==> src/rtl/snake_grid_builder_pkg.sv <==
// Shared types and helpers for the snake occupancy-grid builder.
// Field positions follow the snake list word {x, y, active}: x in the MSBs, active in bit 0.
package snake_grid_builder_pkg;

    typedef enum logic [1:0] {
        ST_IDLE,
        ST_CLEAR,
        ST_SCAN,
        ST_SWAP
    } state_t;

    localparam int ACTIVE_BIT = 0;
    localparam int Y_LSB      = 1;

    // Ceiling log2; callers pass sizes of at least 2.
    function automatic int logb2(input int n);
        int r;
        r = 0;
        for (int i = 0; i < 31; i++) begin
            if ((1 << i) < n) r = i + 1;
        end
        return r;
    endfunction

endpackage

==> src/rtl/snake_grid_builder_if.sv <==
// Bus between the grid builder, the snake list memory and the VGA renderer.
// master = system side (start, list memory, renderer); slave = grid builder.
interface snake_grid_builder_if
    import snake_grid_builder_pkg::*;
#(
    parameter int H = 32,
    parameter int V = 32
);
    localparam int X_BITS    = logb2(H);
    localparam int Y_BITS    = logb2(V);
    localparam int ADDR_BITS = logb2(H * V);

    logic                        start;
    logic [ADDR_BITS-1:0]        list_addr;
    logic [X_BITS+Y_BITS:0]      list_data;
    logic [X_BITS-1:0]           query_x;
    logic [Y_BITS-1:0]           query_y;
    logic                        query_hit;
    logic                        busy;
    logic                        done;
    logic [ADDR_BITS:0]          seg_count;

    modport master (
        output start, list_data, query_x, query_y,
        input  list_addr, query_hit, busy, done, seg_count
    );

    modport slave (
        input  start, list_data, query_x, query_y,
        output list_addr, query_hit, busy, done, seg_count
    );

endinterface

==> src/rtl/snake_bitmap_bank.sv <==
// One V x H occupancy bitmap: whole-row clear, single-bit set, registered bit read.
// Cell (x, y) lives in bit x of row y.
module snake_bitmap_bank
    import snake_grid_builder_pkg::*;
#(
    parameter int H = 32,
    parameter int V = 32
)(
    input  logic                 clk,
    input  logic                 reset,
    input  logic                 clr_en,
    input  logic [logb2(V)-1:0]  clr_row,
    input  logic                 set_en,
    input  logic [logb2(H)-1:0]  set_x,
    input  logic [logb2(V)-1:0]  set_y,
    input  logic [logb2(H)-1:0]  rd_x,
    input  logic [logb2(V)-1:0]  rd_y,
    output logic                 rd_bit
);
    localparam int YB = logb2(V);

    logic [H-1:0] rows [V];

    always_ff @(posedge clk or negedge reset) begin
        if (!reset) begin
            for (int r = 0; r < V; r++) rows[r] <= '0;
            rd_bit <= 1'b0;
        end else begin
            // Clear wins over set; the controller never asks for both at once.
            for (int r = 0; r < V; r++) begin
                if (clr_en && clr_row == YB'(r)) begin
                    rows[r] <= '0;
                end else if (set_en && set_y == YB'(r)) begin
                    rows[r][set_x] <= 1'b1;
                end
            end
            rd_bit <= rows[rd_y][rd_x];
        end
    end

endmodule

==> src/rtl/snake_grid_builder.sv <==
// Builds a double-buffered occupancy bitmap from the snake segment list on each end-of-shift.
// The renderer only ever reads the front bank; all writes go to the back bank.
module snake_grid_builder
    import snake_grid_builder_pkg::*;
#(
    parameter int H = 32,
    parameter int V = 32
)(
    input  logic               clk,
    input  logic               reset,
    snake_grid_builder_if.slave bus
);
    localparam int XB    = logb2(H);
    localparam int YB    = logb2(V);
    localparam int AB    = logb2(H * V);
    localparam int CELLS = H * V;
    localparam int X_LSB = Y_LSB + YB;

    localparam logic [AB-1:0] LAST_ADDR = AB'(CELLS - 1);
    localparam logic [YB-1:0] LAST_ROW  = YB'(V - 1);
    localparam logic [XB:0]   H_LIM     = (XB + 1)'(H);
    localparam logic [YB:0]   V_LIM     = (YB + 1)'(V);

    state_t          state, state_nxt;
    logic [YB-1:0]   row_cnt;
    logic [AB-1:0]   list_addr;
    logic [AB-1:0]   addr_p0;
    logic            vld_p0;
    logic [AB:0]     scan_cnt;
    logic            front_sel;
    logic            busy;
    logic            done;
    logic [AB:0]     seg_count;

    logic            smp_active;
    logic [XB-1:0]   smp_x;
    logic [YB-1:0]   smp_y;
    logic            smp_in_range;
    logic            smp_take;
    logic            smp_end;
    logic            clearing;
    logic            rd_bit0, rd_bit1;

    assign smp_active   = bus.list_data[ACTIVE_BIT];
    assign smp_y        = bus.list_data[Y_LSB +: YB];
    assign smp_x        = bus.list_data[X_LSB +: XB];
    assign smp_in_range = ({1'b0, smp_x} < H_LIM) && ({1'b0, smp_y} < V_LIM);

    // vld_p0/addr_p0 describe the list_data sample now on the bus (address issued last cycle).
    assign smp_take = (state == ST_SCAN) && vld_p0 && smp_active && smp_in_range;
    assign smp_end  = (state == ST_SCAN) && vld_p0 && (!smp_active || addr_p0 == LAST_ADDR);
    assign clearing = (state == ST_CLEAR);

    always_ff @(posedge clk or negedge reset) begin
        if (!reset) state <= ST_IDLE;
        else        state <= state_nxt;
    end

    always_comb begin
        state_nxt = state;
        case (state)
            ST_IDLE:  if (bus.start)          state_nxt = ST_CLEAR;
            ST_CLEAR: if (row_cnt == LAST_ROW) state_nxt = ST_SCAN;
            ST_SCAN:  if (smp_end)            state_nxt = ST_SWAP;
            ST_SWAP:                          state_nxt = ST_IDLE;
            default:                          state_nxt = ST_IDLE;
        endcase
    end

    always_ff @(posedge clk or negedge reset) begin
        if (!reset) begin
            row_cnt   <= '0;
            list_addr <= '0;
            addr_p0   <= '0;
            vld_p0    <= 1'b0;
            scan_cnt  <= '0;
            front_sel <= 1'b0;
            busy      <= 1'b0;
            done      <= 1'b0;
            seg_count <= '0;
        end else begin
            done <= 1'b0;
            case (state)
                ST_IDLE: begin
                    if (bus.start) begin
                        row_cnt  <= '0;
                        scan_cnt <= '0;
                        busy     <= 1'b1;
                    end
                end
                ST_CLEAR: begin
                    row_cnt   <= row_cnt + 1'b1;
                    list_addr <= '0;
                    vld_p0    <= 1'b0;
                end
                // ---- list read stage: address out now, sample arrives next cycle ----
                ST_SCAN: begin
                    vld_p0  <= 1'b1;
                    addr_p0 <= list_addr;
                    if (list_addr != LAST_ADDR) list_addr <= list_addr + 1'b1;
                    if (smp_take) scan_cnt <= scan_cnt + 1'b1;
                end
                ST_SWAP: begin
                    front_sel <= ~front_sel;
                    seg_count <= scan_cnt;
                    done      <= 1'b1;
                    busy      <= 1'b0;
                end
                default: ;
            endcase
        end
    end

    // Bank 0 is the back buffer while front_sel=1, bank 1 while front_sel=0.
    snake_bitmap_bank #(.H(H), .V(V)) u_bank0 (
        .clk     (clk),
        .reset   (reset),
        .clr_en  (clearing && front_sel),
        .clr_row (row_cnt),
        .set_en  (smp_take && front_sel),
        .set_x   (smp_x),
        .set_y   (smp_y),
        .rd_x    (bus.query_x),
        .rd_y    (bus.query_y),
        .rd_bit  (rd_bit0)
    );

    snake_bitmap_bank #(.H(H), .V(V)) u_bank1 (
        .clk     (clk),
        .reset   (reset),
        .clr_en  (clearing && !front_sel),
        .clr_row (row_cnt),
        .set_en  (smp_take && !front_sel),
        .set_x   (smp_x),
        .set_y   (smp_y),
        .rd_x    (bus.query_x),
        .rd_y    (bus.query_y),
        .rd_bit  (rd_bit1)
    );

    // Both banks sample the query every cycle; selecting with the updated front_sel
    // makes a query taken on the swap edge return the new frame.
    assign bus.query_hit = front_sel ? rd_bit1 : rd_bit0;
    assign bus.list_addr = list_addr;
    assign bus.busy      = busy;
    assign bus.done      = done;
    assign bus.seg_count = seg_count;

endmodule

==> src/flat_wrapper.sv <==
// flat-port wrapper written by rule: the top's interface ports become plain ports
module snake_grid_builder_flat import snake_grid_builder_pkg::*;
#(
    parameter int H = 32,
    parameter int V = 32
)
  (clk, reset, bus_start, bus_list_data, bus_query_x, bus_query_y, bus_list_addr, bus_query_hit, bus_busy, bus_done, bus_seg_count);
  snake_grid_builder_if #(.H(H), .V(V)) bus_i ();
  input  logic clk;
  input  logic reset;
  input wire logic [$bits(bus_i.start)-1:0] bus_start;
  input wire logic [$bits(bus_i.list_data)-1:0] bus_list_data;
  input wire logic [$bits(bus_i.query_x)-1:0] bus_query_x;
  input wire logic [$bits(bus_i.query_y)-1:0] bus_query_y;
  output wire logic [$bits(bus_i.list_addr)-1:0] bus_list_addr;
  output wire logic [$bits(bus_i.query_hit)-1:0] bus_query_hit;
  output wire logic [$bits(bus_i.busy)-1:0] bus_busy;
  output wire logic [$bits(bus_i.done)-1:0] bus_done;
  output wire logic [$bits(bus_i.seg_count)-1:0] bus_seg_count;
  assign bus_i.start = bus_start;
  assign bus_i.list_data = bus_list_data;
  assign bus_i.query_x = bus_query_x;
  assign bus_i.query_y = bus_query_y;
  assign bus_list_addr = bus_i.list_addr;
  assign bus_query_hit = bus_i.query_hit;
  assign bus_busy = bus_i.busy;
  assign bus_done = bus_i.done;
  assign bus_seg_count = bus_i.seg_count;
  snake_grid_builder #(.H(H), .V(V)) u_core (.clk(clk), .reset(reset), .bus(bus_i));
endmodule
==> config.mk <==
export PLATFORM = sky130hd
export DESIGN_NAME = snake_grid_builder_flat
export DESIGN_NICKNAME = d
export VERILOG_FILES = /design/src/rtl/snake_grid_builder_pkg.sv /design/src/rtl/snake_grid_builder_if.sv /design/src/rtl/snake_bitmap_bank.sv /design/src/rtl/snake_grid_builder.sv /design/src/flat_wrapper.sv
export SDC_FILE = /design/constraint.sdc
export NUM_CORES = 2
export LEC_CHECK = 0
export BUFFER_PORTS_ARGS = -buffer_cell sky130_fd_sc_hd__buf_2
export CAP_MARGIN = 20
export CORE_ASPECT_RATIO = 2
export CORE_MARGIN = 2
export CORE_UTILIZATION = 30
export CTS_CLUSTER_SIZE = 16
export DETAILED_ROUTE_END_ITERATION = 10
export PLACE_DENSITY = 0.53
export SLEW_MARGIN = 40
export SYNTH_ARGS = -nofsm -noshare
export SYNTH_HDL_FRONTEND = slang
export SYNTH_SLANG_ARGS = --single-unit
==> constraint.sdc <==
create_clock -name clk -period 3.17 [get_ports clk]
set_clock_uncertainty 0.15 [all_clocks]
set_input_delay 0.4755 -clock clk [delete_from_list [all_inputs] [get_ports clk]]
set_output_delay 0.4755 -clock clk [all_outputs]
set_load 0.05 [all_outputs]
## Word-level counts from Yosys, hierarchy flattened

Cells that the tools add are included.

| cells by class | value |
|---|---|
| add/sub/neg operators | 3 |
| bitwise logic cells | 66 |
| equal/unequal tests | 72 |
| reduce and logical (&&, ||, !) cells | 215 |
| multiplexer cells | 156 |
| order comparisons | 4 |

Operator list:

| kind | number |
|---|---|
| two-way mux 32 bit | 132 |
| bitwise OR 32 bit | 64 |
| binary-select mux 32 bit (select 5 bit) | 2 |
| equality test 5 bit (second input constant) | 32 |
| logical AND 1 bit | 136 |
| nonzero test 2 bit | 68 |
| equality test 5 x 4 -> 1 bit (second input constant) | 16 |
| equality test 5 x 3 -> 1 bit (second input constant) | 8 |
| two-way mux 11 bit | 2 |
| case mux 11 bit (2 select lines) | 1 |
| equality test 5 x 2 -> 1 bit (second input constant) | 4 |
| case mux 10 bit (2 select lines) | 1 |
| less-than comparator 5 x 6 -> 1 bit (second input constant) | 2 |
| adder 11 x 1 -> 11 bit (second input constant) | 1 |
| adder 10 x 1 -> 10 bit (second input constant) | 1 |
| binary-select mux 1 bit (select 5 bit) | 2 |
| equality test 10 bit (second input constant) | 1 |
| equality test 5 x 1 -> 1 bit (second input constant) | 2 |
| zero test 5 bit | 2 |
| two-way mux 10 bit | 1 |
| != test 10 bit (second input constant) | 1 |
| case mux 5 bit (2 select lines) | 1 |
| case mux 2 bit (4 select lines) | 1 |
| >= comparator 6 bit (second input constant) | 1 |
| 18 further kinds | 34 |

| storage, ports and cells | value |
|---|---|
| output and inout port bits | 24 |
| bits of input ports | 24 |
| flip-flop bits (word level) | 2,103 |
| logic and storage cells | 592 |

## Logic depth before layout (Yosys ltp)

| depth | value |
|---|---|
| depth in word-level cells | 7 |
| mapped depth | 15 |
| mapped depth without buffers | 9 |

## Cells and area by module

From an unflattened synthesis, not the netlist that was laid out.

| second synthesis, totals | value |
|---|---|
| cell total of the unflattened synthesis | 8,673 |
| area total of the unflattened synthesis | 92,655.1 µm² |

Modules (own cells, without submodules):

| module | instances | cells an instance | sequential area each (µm²) | area each (µm²) |
|---|---|---|---|---|
| snake_bitmap_bank at u_core.u_bank0 | 1 | 4,225 | 25,649.6 | 45,058.2 |
| snake_bitmap_bank at u_core.u_bank1 | 1 | 4,226 | 25,649.6 | 45,054.5 |
| snake_grid_builder | 1 | 222 | 1,326.3 | 2,542.4 |

## Worst setup path after synthesis

Ideal clock, no wire load.

| timing | value |
|---|---|
| path type | input -> register |
| from | input port bus_query_y[0] |
| to | register u_core.u_bank1.rd_bit |
| data arrival time | 2.697 ns |
| data required time | 2.883 ns |
| setup slack | 0.187 ns |
| library setup time | 0.137 ns |
| path buffers | 6 |
| cell stages on the path | 13 |
| cells stage by stage | buf_6 > buf_8 > buf_12 > buf_6 > buf_8 > buf_4 > mux4_2 > o22ai_1 > nor2_1 > a2111oi_0 > nor2_1 > nand4_1 > o211ai_1 |

| between the ends | value |
|---|---|
| cells in the longest elaborated chain, start to end | 6 |

RTL lines:

| item | line | source |
|---|---|---|
| start: declaration | flat_wrapper.sv:14 | `input wire logic [$bits(bus_i.query_y)-1:0] bus_query_y;` |
| NOT 5 -> 6 bit (implied by the code) | snake_bitmap_bank.sv:37 | `rd_bit <= rows[rd_y][rd_x];` |
| binary-select mux 32 bit (select 5 bit) | snake_bitmap_bank.sv:37 |  |
| two-way mux 32 bit (implied by the code) (2 in a row) | snake_bitmap_bank.sv:37 |  |
| binary-select mux 1 bit (select 5 bit) | snake_bitmap_bank.sv:37 |  |
| two-way mux 1 bit (implied by the code) | snake_bitmap_bank.sv:37 |  |
| end signal: assignment | snake_bitmap_bank.sv:37 |  |
| end: declaration | snake_bitmap_bank.sv:18 | `output logic rd_bit` |

No other way between the ends. The select of a mux whose other input is x is not followed.
A chain may end at the register's enable or synchronous reset.

## Worst setup path after layout

| timing | value |
|---|---|
| from | register u_core.u_bank0.rows[529] in the netlist's numbering |
| to | register u_core.u_bank0.rd_bit |

| between the ends | value |
|---|---|
| cells in the longest elaborated chain, start to end | 5 |

RTL lines:

| item | line | source |
|---|---|---|
| start: declaration | snake_bitmap_bank.sv:22 | `logic [H-1:0] rows [V];` |
| start signal: indexed assignment | snake_bitmap_bank.sv:32 | `rows[r] <= '0;` |
| start signal: indexed assignment | snake_bitmap_bank.sv:34 | `rows[r][set_x] <= 1'b1;` |
| binary-select mux 32 bit (select 5 bit) | snake_bitmap_bank.sv:37 |  |
| two-way mux 32 bit (implied by the code) (2 in a row) | snake_bitmap_bank.sv:37 |  |
| binary-select mux 1 bit (select 5 bit) | snake_bitmap_bank.sv:37 |  |
| two-way mux 1 bit (implied by the code) | snake_bitmap_bank.sv:37 |  |
| end signal: assignment | snake_bitmap_bank.sv:37 |  |
| end: declaration | snake_bitmap_bank.sv:18 |  |

No other way between the ends. The select of a mux whose other input is x is not followed.

==> impl_metrics.csv <==
group,metric,value,unit
outcome,status,"completed",
logic_synthesis,synth-compound-area-share,0.141,
critical_path,path_delay_family,"multiplexers",
critical_path,cp-start-kind,"flip-flop",
timing,slew_headroom,0.379,
logic_synthesis,ys_warn_count,0,
logic_synthesis,synth_cells,8622,
timing,drv_slew,0,
clocking,cts_setup_buffers,0,
placement,place_hpwl,259000,um
timing,setup_violations,0,
critical_path,worst-path-buf-inv,0,
layout,fin_area,0.109,mm^2
logic_synthesis,yosysTopAreaCell,"dfrtp_1",
global_routing,grt_overflow,0,
placement,gp_congestion,1.00,
logic_synthesis,seq_area_frac_synth,0.572,
detailed_routing,drcViolationCount,0,
logic_synthesis,ys.flop_type,"dfrtp_1",
detailed_routing,dr.first_iter.drc_count,7911,
pwr,power_density,521,mW/mm^2
logic_synthesis,synth-adder-area-share,0.00177,
clocking,htree_levels,4,
pwr,leakagePower,51.9,nW
critical_path,crit_chain,"mux4_2 -> mux4_2 -> a22o_1 -> nor3_1 -> a211oi_1 -> o21ai_0 -> nand4_1",
critical_path,cp.arrival,3.71,ns
clocking,clk_pin_slew,0.07,ns
logic_synthesis,ys_top_cells_by_count,"nor2_1, a21oi_1, dfrtp_1, clkbuf_1, mux4_2",
logic_synthesis,synthSimpleGateAreaFrac,0.108,
logic_synthesis,synth_top_area_share,0.572,
clocking,cts_buffers,188,
logic_synthesis,synth.avg_cell_area,10.7,um^2
critical_path,cp_slowest_cell,"nor3_1",
logic_synthesis,synthMostInstantiatedCell,"nor2_1",
logic_synthesis,synth_top_family_by_area,"compound AO/OA/AOI/OAI gates",
floorplan,die_y,787,um
run,maxCapViolCount,0,
timing,rsz0062_at_grt,"no",
timing,fin_hold_ws,0.0939,ns
logic_synthesis,synth-seq-cells,2103,
floorplan,rows,287,
critical_path,crit_fanout,2,
clocking,clock_latency,0.89,ns
logic_synthesis,synthXorXnorAreaFrac,0.00114,
layout,area_growth,18.0,%
timing,final_hold_viol_count,0,
critical_path,endpoint_kind,"flip-flop",
floorplan,die_area,0.312,mm^2
detailed_routing,viasPerCell,5.64,
critical_path,cp_num_cells,7,
layout,drive_above_1_share,0.188,
global_routing,grt_max_degree,129,
timing,period_share,0.986,
detailed_routing,ant_nets,0,
layout,nets,8794,
critical_path,r2r_cells,7,
critical_path,max_stage_delay,0.64,ns
critical_path,crit_type,"flip-flop to flip-flop",
global_routing,grt_pass1_vias,75946,
detailed_routing,routed_wl,392000,um
timing,fin_crit,3.13,ns
floorplan,die_w,396,um
clocking,clock_path_buffers,4,
detailed_routing,via_count,73162,
clocking,cts_sinks,2103,
logic_synthesis,synth_edf_count,0,
hold_path,min_delay_path_depth,5,
critical_path,crit_top_cell,"mux4_2",
placement,placed_cell_area,0.102,mm^2
logic_synthesis,synth_area,0.0921,mm^2
logic_synthesis,synth_mux_area_frac,0.136,
global_routing,grt_pass1_wl,559000,um
critical_path,worstPathRequired,3.75,ns
layout,fillers,30341,
logic_synthesis,yosys-top-cells-area,"dfrtp_1, a21oi_1, mux4_2",
pwr,peakVddDrop,0.523,mV
global_routing,antenna_found_initial,23,
floorplan,initial_core_util,0.302,
logic_synthesis,syn_nets,8659,
timing,max_freq,320,MHz
logic_synthesis,ys_types,68,
detailed_routing,wl_per_cell,30.2,um
hold_path,min_path_type,"primary input to flip-flop",
placement,port_buffers,47,
logic_synthesis,synthArstFlopShare,1.00,
floorplan,ioPinCount,48,
floorplan,core,0.305,mm^2
clocking,root_buffer,"clkbuf_16",
detailed_routing,drt-pass1-iter-count,5,
global_routing,grtUsageTotal,0.247,
timing,worst_slew_pin_slew,0.932,ns
clocking,cts_tree,"built",
-- through the flow --
step / TNS, ns / setup WS, ns / util / total power [mW] / cells
after floorplan: 0 / 0.187 / - / 29.8 / 8622
after global placement: -2.28 / -1.39 / 0.334 / 32.3 / 12605
after detailed placement: -1.21 / -0.694 / 0.335 / 32.4 / 12605
after CTS: 0 / 0.0743 / 0.356 / 56.9 / 12942
after global routing: 0 / 0.00240 / 0.356 / 58.2 / 12949
final: 0 / 0.0445 / 0.356 / 56.7 / 12962
-- kinds of logic (layout without fill, tap and decap cells) --
| logic type | count (synthesis) | in the layout |
|---|---|---|
| simple gates | 2549 | 2549 |
| compound gates | 2438 | 2438 |
| flops | 2103 | 2103 |
| buf+inv | 814 | 1089 |
| mux | 693 | 693 |
| fa+ha+maj | 13 | 13 |
| xor+xnor | 12 | 12 |
| other cells | 0 | 19 |
-- registers in the layout, indices dropped and copies added (netlist names), 2 cells and up --
name	cells
u_core.scan_cnt	11
u_core.bus.seg_count	11
u_core.state	2
u_core.row_cnt	5
u_core.u_bank0.rows	1024
u_core.addr_p0	10
u_core.u_bank1.rows	1024
u_core.bus.list_addr	10
-- path summary, 6_finish.rpt --
path	from	to	slack [ns]
min reg2reg	u_core.u_bank1.rows[16]$_DFFE_PN0P_	u_core.u_bank1.rows[16]$_DFFE_PN0P_	0.34
max reg2reg	u_core.u_bank0.rows[529]$_DFFE_PN0P_	u_core.u_bank0.rd_bit$_DFF_PN0_	0.04
min in group asynchronous	reset	u_core.u_bank1.rows[587]$_DFFE_PN0P_	0.52
max in group asynchronous	reset	u_core.u_bank0.rows[251]$_DFFE_PN0P_	0.87
max	u_core.u_bank0.rows[529]$_DFFE_PN0P_	u_core.u_bank0.rd_bit$_DFF_PN0_	0.04
min	bus_list_data[3]	u_core.u_bank1.rows[114]$_DFFE_PN0P_	0.09
-- tightest hold or removal path: stages --
cell and delay [ns]:
buf_2 0.14, nand3_1 0.13, nor2_2 0.12, a21oi_1 0.16, nor2_1 0.05
-- metal layers --
layer / global-route usage / routed length, um / up-vias
li1: - / - / 30322
met1: 0.264 / 131000 / 37798
met2: 0.416 / 191000 / 3810
met3: 0.0364 / 25100 / 1216
met4: 0.234 / 44600 / 16
met5: 0 / 86 / -
-- power by group --
group	internal (mW)	switching, mW	total, mW
Sequential	27.0	0.190	27.2
Combinational	1.39	3.35	4.75
Clock	13.8	10.9	24.7
-- what timing repair did --
item                                    in CTS  in global routing
resized for setup                            0                  1
hold buffers                                 7                  0
endpoints found under the hold margin      496                  0
endpoints found under the setup margin       0                  1
-- layout by cell type, fill, tap and decap left out, drive strengths merged, types with 7 or more instances in the layout --
cell type and instances:
nor2 2267, a21oi 2131, dfrtp 2103, buf 735
mux4 439, clkbuf 261, mux2i 228, nand2 101
o221ai 89, o22ai 50, nor3 50, a22oi 48
o21ai 47, clkinv 43, nand3 42, mux2 26
bufinv 22, nor2b 20, diode 19, inv 17
and3 14, a22o 14, ha 13, or3 10
nand4 10, xor2 10, a221oi 9, nand3b 7
a211oi 7, a31oi 7, dlygate4sd3 7
-- cell type report --
class	instances	area [um^2]	share of cell area
antenna	19	47.5	0.000437
clock buffer	261	5470	0.0503
clock inverter	69	955	0.00878
inverter	17	66.3	0.000610
multi-input combinational	5705	36300	0.334
sequential	2103	52600	0.484
tap	4046	5060	0.0466
timing repair buffer	742	8130	0.0748
(Power assumes the default switching activity.)
